**config.mk**
```make
export PLATFORM = sky130hd
export DESIGN_NAME = tiny45_instr_fetch
export DESIGN_NICKNAME = d
export VERILOG_FILES = /design/src/rtl/tiny45_instr_fetch.sv
export SDC_FILE = /design/constraint.sdc
export NUM_CORES = 1
export LEC_CHECK = 0
export ABC_AREA = 0
export BUFFER_PORTS_ARGS = -buffer_cell sky130_fd_sc_hd__clkbuf_2
export CORE_UTILIZATION = 55
export CTS_CLUSTER_SIZE = 10
export DETAILED_ROUTE_END_ITERATION = 8
export GPL_TIMING_DRIVEN = 0
export PLACE_DENSITY = 0.8
export SLEW_MARGIN = 15
export SYNTH_ARGS = -nofsm -noshare
export SYNTH_HDL_FRONTEND = slang
export SYNTH_SLANG_ARGS = --single-unit
```
**constraint.sdc**
```tcl
create_clock -name clk -period 9.5 [get_ports clk]
set_clock_uncertainty 0.2 [all_clocks]
set_input_delay 0.95 -clock clk [delete_from_list [all_inputs] [get_ports clk]]
set_output_delay 0.95 -clock clk [all_outputs]
set_load 0.05 [all_outputs]
```
**src/rtl/tiny45_instr_fetch.sv**
```systemverilog
// Instruction fetch/prefetch: streams halfwords from a sequential memory port into a
// 4-entry buffer and presents assembled 16/32-bit instructions with their PC.
module tiny45_instr_fetch #(
    parameter int                   ADDR_BITS = 24,
    parameter logic [ADDR_BITS-1:0] RESET_PC  = '0
) (
    input  logic                 clk,
    input  logic                 rstn,
    output logic [ADDR_BITS-1:0] mem_addr,
    output logic                 mem_start,
    output logic                 mem_stop,
    input  logic [15:0]          mem_data_in,
    input  logic                 mem_data_valid,
    output logic                 mem_data_ready,
    output logic [31:0]          instr,
    output logic [ADDR_BITS-1:0] pc,
    output logic                 instr_valid,
    input  logic                 instr_complete,
    input  logic                 branch,
    input  logic [ADDR_BITS-1:0] branch_target
);

    localparam logic [1:0] S_IDLE   = 2'd0;
    localparam logic [1:0] S_START  = 2'd1;
    localparam logic [1:0] S_STREAM = 2'd2;
    localparam logic [1:0] S_STOP   = 2'd3;

    localparam logic [ADDR_BITS-1:0] ALIGN_MASK = ~ADDR_BITS'(1);
    localparam logic [ADDR_BITS-1:0] PC_INIT    = RESET_PC & ALIGN_MASK;

    logic [1:0]           state_reg, state_next;
    logic [ADDR_BITS-1:0] pc_reg, pc_next;
    logic [ADDR_BITS-1:0] mem_addr_reg;
    logic [ADDR_BITS-1:0] fetch_addr_next;
    logic [2:0]           count_reg, count_next;
    logic                 mem_start_reg, mem_stop_reg;

    logic [15:0] fifo [4];
    logic        is_long;
    logic        push;
    logic [2:0]  pop_n;
    logic [2:0]  tail;

    assign is_long        = (fifo[0][1:0] == 2'b11);
    assign instr_valid    = is_long ? (count_reg >= 3'd2) : (count_reg >= 3'd1);
    assign mem_data_ready = (state_reg == S_STREAM) && (count_reg < 3'd4) && !branch;
    assign push           = mem_data_valid && mem_data_ready;
    assign pop_n          = (instr_complete && instr_valid && !branch)
                            ? (is_long ? 3'd2 : 3'd1) : 3'd0;
    // Pushed halfword lands just behind whatever survives this cycle's pop.
    assign tail           = count_reg - pop_n;

    genvar gi;
    generate
        for (gi = 0; gi < 4; gi++) begin : g_entry
            logic [15:0] entry_reg, entry_next;
            logic [15:0] shift1, shift2;

            if (gi < 3) begin : g_s1
                assign shift1 = fifo[gi+1];
            end else begin : g_s1_edge
                assign shift1 = entry_reg;
            end

            if (gi < 2) begin : g_s2
                assign shift2 = fifo[gi+2];
            end else begin : g_s2_edge
                assign shift2 = entry_reg;
            end

            always_comb begin
                entry_next = entry_reg;
                case (pop_n)
                    3'd1:    entry_next = shift1;
                    3'd2:    entry_next = shift2;
                    default: entry_next = entry_reg;
                endcase
                if (push && (tail == 3'(gi))) begin
                    entry_next = mem_data_in;
                end
            end

            always_ff @(posedge clk) begin
                if (!rstn) begin
                    entry_reg <= '0;
                end else if (!branch) begin
                    entry_reg <= entry_next;
                end
            end

            assign fifo[gi] = entry_reg;
        end
    endgenerate

    always_comb begin
        state_next = state_reg;
        pc_next    = pc_reg;
        count_next = count_reg;
        if (branch) begin
            pc_next    = branch_target & ALIGN_MASK;
            count_next = 3'd0;
            // Only a live stream needs an explicit abort before restarting.
            state_next = (state_reg == S_STREAM) ? S_STOP : S_START;
        end else begin
            count_next = count_reg + 3'(push) - pop_n;
            pc_next    = pc_reg + ADDR_BITS'({pop_n, 1'b0});
            case (state_reg)
                S_IDLE:  state_next = S_START;
                S_START: state_next = S_STREAM;
                S_STOP:  state_next = S_START;
                default: state_next = state_reg;
            endcase
        end
    end

    assign fetch_addr_next = pc_next + ADDR_BITS'({count_next, 1'b0});

    always_ff @(posedge clk) begin
        if (!rstn) begin
            state_reg     <= S_IDLE;
            pc_reg        <= PC_INIT;
            count_reg     <= 3'd0;
            mem_start_reg <= 1'b0;
            mem_stop_reg  <= 1'b0;
            mem_addr_reg  <= PC_INIT;
        end else begin
            state_reg     <= state_next;
            pc_reg        <= pc_next;
            count_reg     <= count_next;
            mem_start_reg <= (state_next == S_START);
            mem_stop_reg  <= (state_next == S_STOP);
            if (state_next == S_START) begin
                mem_addr_reg <= fetch_addr_next;
            end
        end
    end

    assign mem_start = mem_start_reg;
    assign mem_stop  = mem_stop_reg;
    assign mem_addr  = mem_addr_reg;
    assign pc        = pc_reg;
    assign instr     = {(count_reg >= 3'd2) ? fifo[1] : 16'h0000, fifo[0]};

endmodule

```
==> Word-level counts from Yosys, hierarchy flattened <==
Index checks and enable logic that the tools add are counted.
{ "classes": {"add_sub_neg": 5, "n_mul": 0, "div": 0, "n_lt_le_gt_ge": 3, "eq_ne": 11, "shift": 0, "n_mux": 15, "bitwise_logic": 1, "n_reduce_logical": 20} }
{ "ops": {"columns": ["cell", "count"], "rows": [
  ["$mux W16", 5],
  ["$pmux W16 S2", 2],
  ["$add A24 B3 Y24", 1],
  ["$add A24 B4 Y24", 1],
  ["$mux W24", 1],
  ["$eq A2 B2 Y1 const B", 5],
  ["$logic_and A1 B1 Y1", 9],
  ["$mux W2", 4],
  ["$reduce_and A2 Y1", 4],
  ["$eq A2 B1 Y1 const B", 3],
  ["$eq A3 B2 Y1 const B", 2],
  ["$reduce_bool A3 Y1", 2],
  ["$sub A3 B2 Y3", 2],
  ["$pmux W2 S2", 1],
  ["$add A3 B1 Y3", 1],
  ["$eq A3 B1 Y1 const B", 1],
  ["$ge A3 B1 Y1 const B", 1],
  ["$ge A3 B2 Y1 const B", 1],
  ["$logic_not A3 Y1", 1],
  ["$lt A3 B3 Y1 const B", 1],
  ["$mux W3", 1],
  ["$logic_not A2 Y1", 1],
  ["$reduce_bool A2 Y1", 1],
  ["$reduce_or A2 Y1", 1],
  ["3 further kinds", 3]
]} }
{ "word_totals": {"regBits": 119, "latchBits": 0, "ram_bits": 0, "mem_bits_ro": 0, "output_inout_bits": 84, "n_memories": 0} }

==> Depth between registers and ports, before layout <==
{ "depth": {"ltp_word": 10, "depth_mapped": 23} }

==> Worst setup path after synthesis <==
Ideal clock, no wire load.
{ "synth_timing": {"kind": "flip-flop to flip-flop", "from": "reg g_entry[0].entry_reg[0]", "to": "reg mem_addr_reg[23] (netlist: mem_addr[23])", "arrival_ns": 5.621, "setup_slack_ns": 3.616, "path_stages_with_launch": 24, "path_buffers": 2, "synth_period_minus_slack_ns": 5.884, "cell_sequence": "dfxtp_1 -> clkbuf_1 -> nand2_1 -> nand2_1 -> nand2_1 -> and3_1 -> nand2_1 -> clkinv_1 -> buf_1 -> ha_1 -> inv_1 -> ha_1 -> fa_1 -> xnor2_1 -> xnor2_1 -> nor2_1 -> ha_1 -> a21oi_1 -> a21oi_1 -> nand3_1 -> or2_2 -> or3_1 -> or4_1 -> nand3b_1"} }
{ "synth_between": {"elab_chain_len": 8, "elab_cells_between_ends": 11, "classes_between": "3 x add/sub; 1 x eq/ne; 5 x mux; 2 x reduce/logical"} }
{ "synth_rtl": {"columns": ["item", "line_no", "text"], "rows": [
  ["start: declaration", "56", "logic [15:0] entry_reg, entry_next;"],
  ["start signal: assignment", "87", "entry_reg <= entry_next;"],
  ["$eq A2 B2 Y1", "44", "assign is_long = (fifo[0][1:0] == 2'b11);"],
  ["$mux W1", "45", "assign instr_valid = is_long ? (count_reg >= 3'd2) : (count_reg >= 3'd1);"],
  ["net instr_valid", "17", "output logic instr_valid,"],
  ["$logic_and A1 B1 Y1 (2 in a row)", "48", "assign pop_n = (instr_complete && instr_valid && !branch)"],
  ["$mux W2", "49", "? (is_long ? 3'd2 : 3'd1) : 3'd0;"],
  ["$sub A3 B2 Y3", "105", "count_next = count_reg + 3'(push) - pop_n;"],
  ["$mux W3", "99", "if (branch) begin"],
  ["net count_next[2]", "35", "logic [2:0] count_reg, count_next;"],
  ["$add A24 B4 Y24", "116", "assign fetch_addr_next = pc_next + ADDR_BITS'({count_next, 1'b0});"],
  ["end signal: assignment", "133", "mem_addr_reg <= fetch_addr_next;"],
  ["end: declaration", "33", "logic [ADDR_BITS-1:0] mem_addr_reg;"]
]} }
The timed path passes the listed nets, and every way through them passes these cells.
A chain may end at the register's enable or synchronous reset.

==> Worst setup path in the final report <==
{ "layout_timing": {"from": "in branch", "to": "reg mem_addr_reg[14] (netlist: mem_addr[14])"} }
{ "layout_between": {"elab_chain_len": 7, "elab_cells_between_ends": 13, "classes_between": "4 x add/sub; 1 x eq/ne; 4 x mux; 4 x reduce/logical"} }
{ "layout_rtl": {"columns": ["item", "line_no", "text"], "rows": [
  ["start: declaration", "19", "input logic branch,"],
  ["$logic_not A1 Y1", null, null],
  ["$logic_and A1 B1 Y1", "46", "assign mem_data_ready = (state_reg == S_STREAM) && (count_reg < 3'd4) && !branch;"],
  ["$logic_and A1 B1 Y1", "47", "assign push = mem_data_valid && mem_data_ready;"],
  ["$add A3 B1 Y3", "105", null],
  ["$sub A3 B2 Y3", "105", null],
  ["$mux W3 *", "99", null],
  ["net count_next[2]", "35", null],
  ["$add A24 B4 Y24 *", "116", null]
]} }
Mark *: on every way through the listed nets, which the timed path passes. The rest lies on a longest branch.

==> flow_summary.yaml <==
finish:
  layout.nets: 995
  final_cell_mix: "144 x nand2_1, 127 x clkbuf_2, 119 x dfxtp_1"
  drive_above_1_share_pct: 17.81
  fin_area_sq_um: 7645
  synthToLayoutAreaGrowth_pct: 23.51
  final_common_cell: "nand2_1"
  antenna-diode-count: 0
  largest_reg_flops: 32
logic_synthesis:
  yosysSeqAreaShare_pct: 38.49
  yosys_warnings: 0
  synth_top_area_cell: "dfxtp_1"
  synth_edf_count: 0
  synth_ff_type: "dfxtp_1"
  synthCells: 790
  synthDistinctLibCells: 54
  syn_nets: 849
  ys_async_sr_fraction_pct: 0
  synth_area_leaders: "dfxtp_1 38%, nand2_1 8.7%, a21oi_1 4.7%, nor2_1 4.4%, nand3_1 4.2%"
  synth.top_cell.area_share_pct: 38.49
  syn_avg_cell_area_sq_um: 7.835
  ys_seq_elements: 119
  syn_area_sq_um: 6190
grt:
  grt_start_max_net_pins: 17
  grtUsageTotal_pct: 31.74
  first_global_vias: 5755
  grt-ovfl-total: 0
  grt_pass1_wl_um: 28490
  antenna_found_initial: 0
sta:
  fin_crit_sh_pct: 65.72
  tightest_slew_ns: 0.8250
  max_slew_margin_pct: 44.57
  fin_crit_ns: 6.243
  rsz0062_at_grt: "false"
  fmax_mhz: 160.2
  finalSetupViolCount: 0
  hold_violations: 0
  setup_tns_ns: 0
  slew_violations: 0
route:
  dr.pass1.iters: 8
  routed_wl_um: 17910
  vias_per_cell: 5.812
  first_iter_violations: 474
  remaining_drc_errors: 0
  ant_nets: 0
  via_count: 6329
  wire_per_inst_um: 16.45
power_and_ir_drop:
  power_density_nw_per_um2: 183.4
  ir_drop_v: 0.0001251
  power.leakage_nw: 3.015
clock_tree:
  cts_tree: "done"
  ctsHtreeMaxLevel: 4
  clockBufferDepth: 2
  cts_buffers: 17
  ctsHoldBuffers: 0
  post_cts_resized: 0
  clock_sinks: 119
  clk_pin_slew_worst_paths_ns: 0.06
  clock_latency_ns: 0.54
  cts_setup_buffers: 0
  cts-root-buf: "clkbuf_8"
critical_path:
  worst-setup-path-type: "in2reg"
  cp.arrival_ns: 6.45
  cp-end-kind: "register"
  critPathMaxFanout: 10
  crit_path_start_kind: "primary input"
  crit_required_ns: 9.71
hold_path:
  min_path_type: "reg2reg"
floorplan:
  start_util_pct: 56.85
  die_h_um: 108.1
  io_pins: 129
  fp.coreArea_sq_um: 10890
  dieArea_sq_um: 11680
  rows: 38
  die_w_um: 108.1
placement:
  port_buffers: 127
  dp_hpwl_um: 12900
  gp_congestion: 0.9374
  dpl_cell_area_sq_um: 7000
run_status:
  status: "complete, no violations"
run:
  maxCapViolations: 0
## through the flow
step                util (%)  hold WS [ns]  setup slack, ns  total power [W]  std cells
floorplan                  -        0.2444            3.616        0.0006522        790
global placement       64.30        0.2377            2.871        0.0007007       1057
detailed placement     64.30        0.2409            2.801        0.0007024       1057
CTS                    70.21        0.2543            3.330         0.001398       1089
global route           70.21        0.2913            2.754         0.001439       1089
finish                 70.21        0.2515            3.257         0.001402       1089
## Yosys cell counts (all sizes together) (12+ instances only)
library cell,n
clkbuf,43
dfxtp,119
o211ai,20
nand2,144
a21oi,58
o21ai,30
nor2b,20
nor2,73
mux2i,18
xnor2,26
inv,17
nand3,52
and2,19
a211oi,17
a311oi,16
xor2,12
## critical path, stage by stage
cell	delay, ns
clkbuf_2	0.16
inv_1	0.13
clkbuf_1	0.51
and3_1	0.30
clkbuf_1	0.38
buf_1	0.46
nand3_1	0.28
ha_1	0.38
fa_1	0.44
xnor2_1	0.21
xnor2_1	0.18
nor2_1	0.08
ha_1	0.35
a21oi_1	0.10
a21oi_1	0.18
nand3_1	0.19
nor3_1	0.61
nor3b_1	0.33
xnor2_1	0.15
o21ai_0	0.09
## path summary, 6_finish.rpt
check / startpoint / endpoint / slack (ns) / cells after the start
worst max-delay path: branch / mem_addr[14]$_SDFFE_PN0P_ / 3.26 / 20
worst min-delay path: mem_addr[9]$_SDFFE_PN0P_ / mem_addr[9]$_SDFFE_PN0P_ / 0.25 / 2
worst max register to register: g_entry[0].entry_reg[0]$_SDFFE_PN0P_ / mem_addr[14]$_SDFFE_PN0P_ / 3.29 / 23
worst min register to register: mem_addr[9]$_SDFFE_PN0P_ / mem_addr[9]$_SDFFE_PN0P_ / 0.25 / 2
## layout make-up
cell class                 count  area (sq um)
fill                         917          3243
tap                          140         175.2
inverter                      18         67.56
sequential                   119          2382
buffer                        50         191.4
clock buffer                  20         445.4
clock inverter                12         198.9
timing repair buffer         127         635.6
multi-input combinational    603          3548
## report_power, final
part / leakage, nW / internal, W / switching, W
combinational: 1.73 / 0.0000435 / 0.000118
clock: 0.315 / 0.000466 / 0.000242
sequential: 0.969 / 0.000517 / 0.0000159
## layer usage
metal  global-route usage [%]  wire (um)  share of wire [%]
met1                    39.01       7295                 41
met4                    13.50        384                2.1
met5                        0          0                  0
met3                    5.787       1512                8.4
met2                    54.28       8717                 49
## kinds of logic after synthesis
family,share of synthesized area (%)
AOI/OAI and AO/OA,17.71
xor gates and xnor gates,5.377
adders and majority gates,3.315
buffers and inverters,4.184
DFF,38.49
muxes,3.457
and+or+nand+nor,27.47
Note: power is estimated with default switching activity, not from simulation.
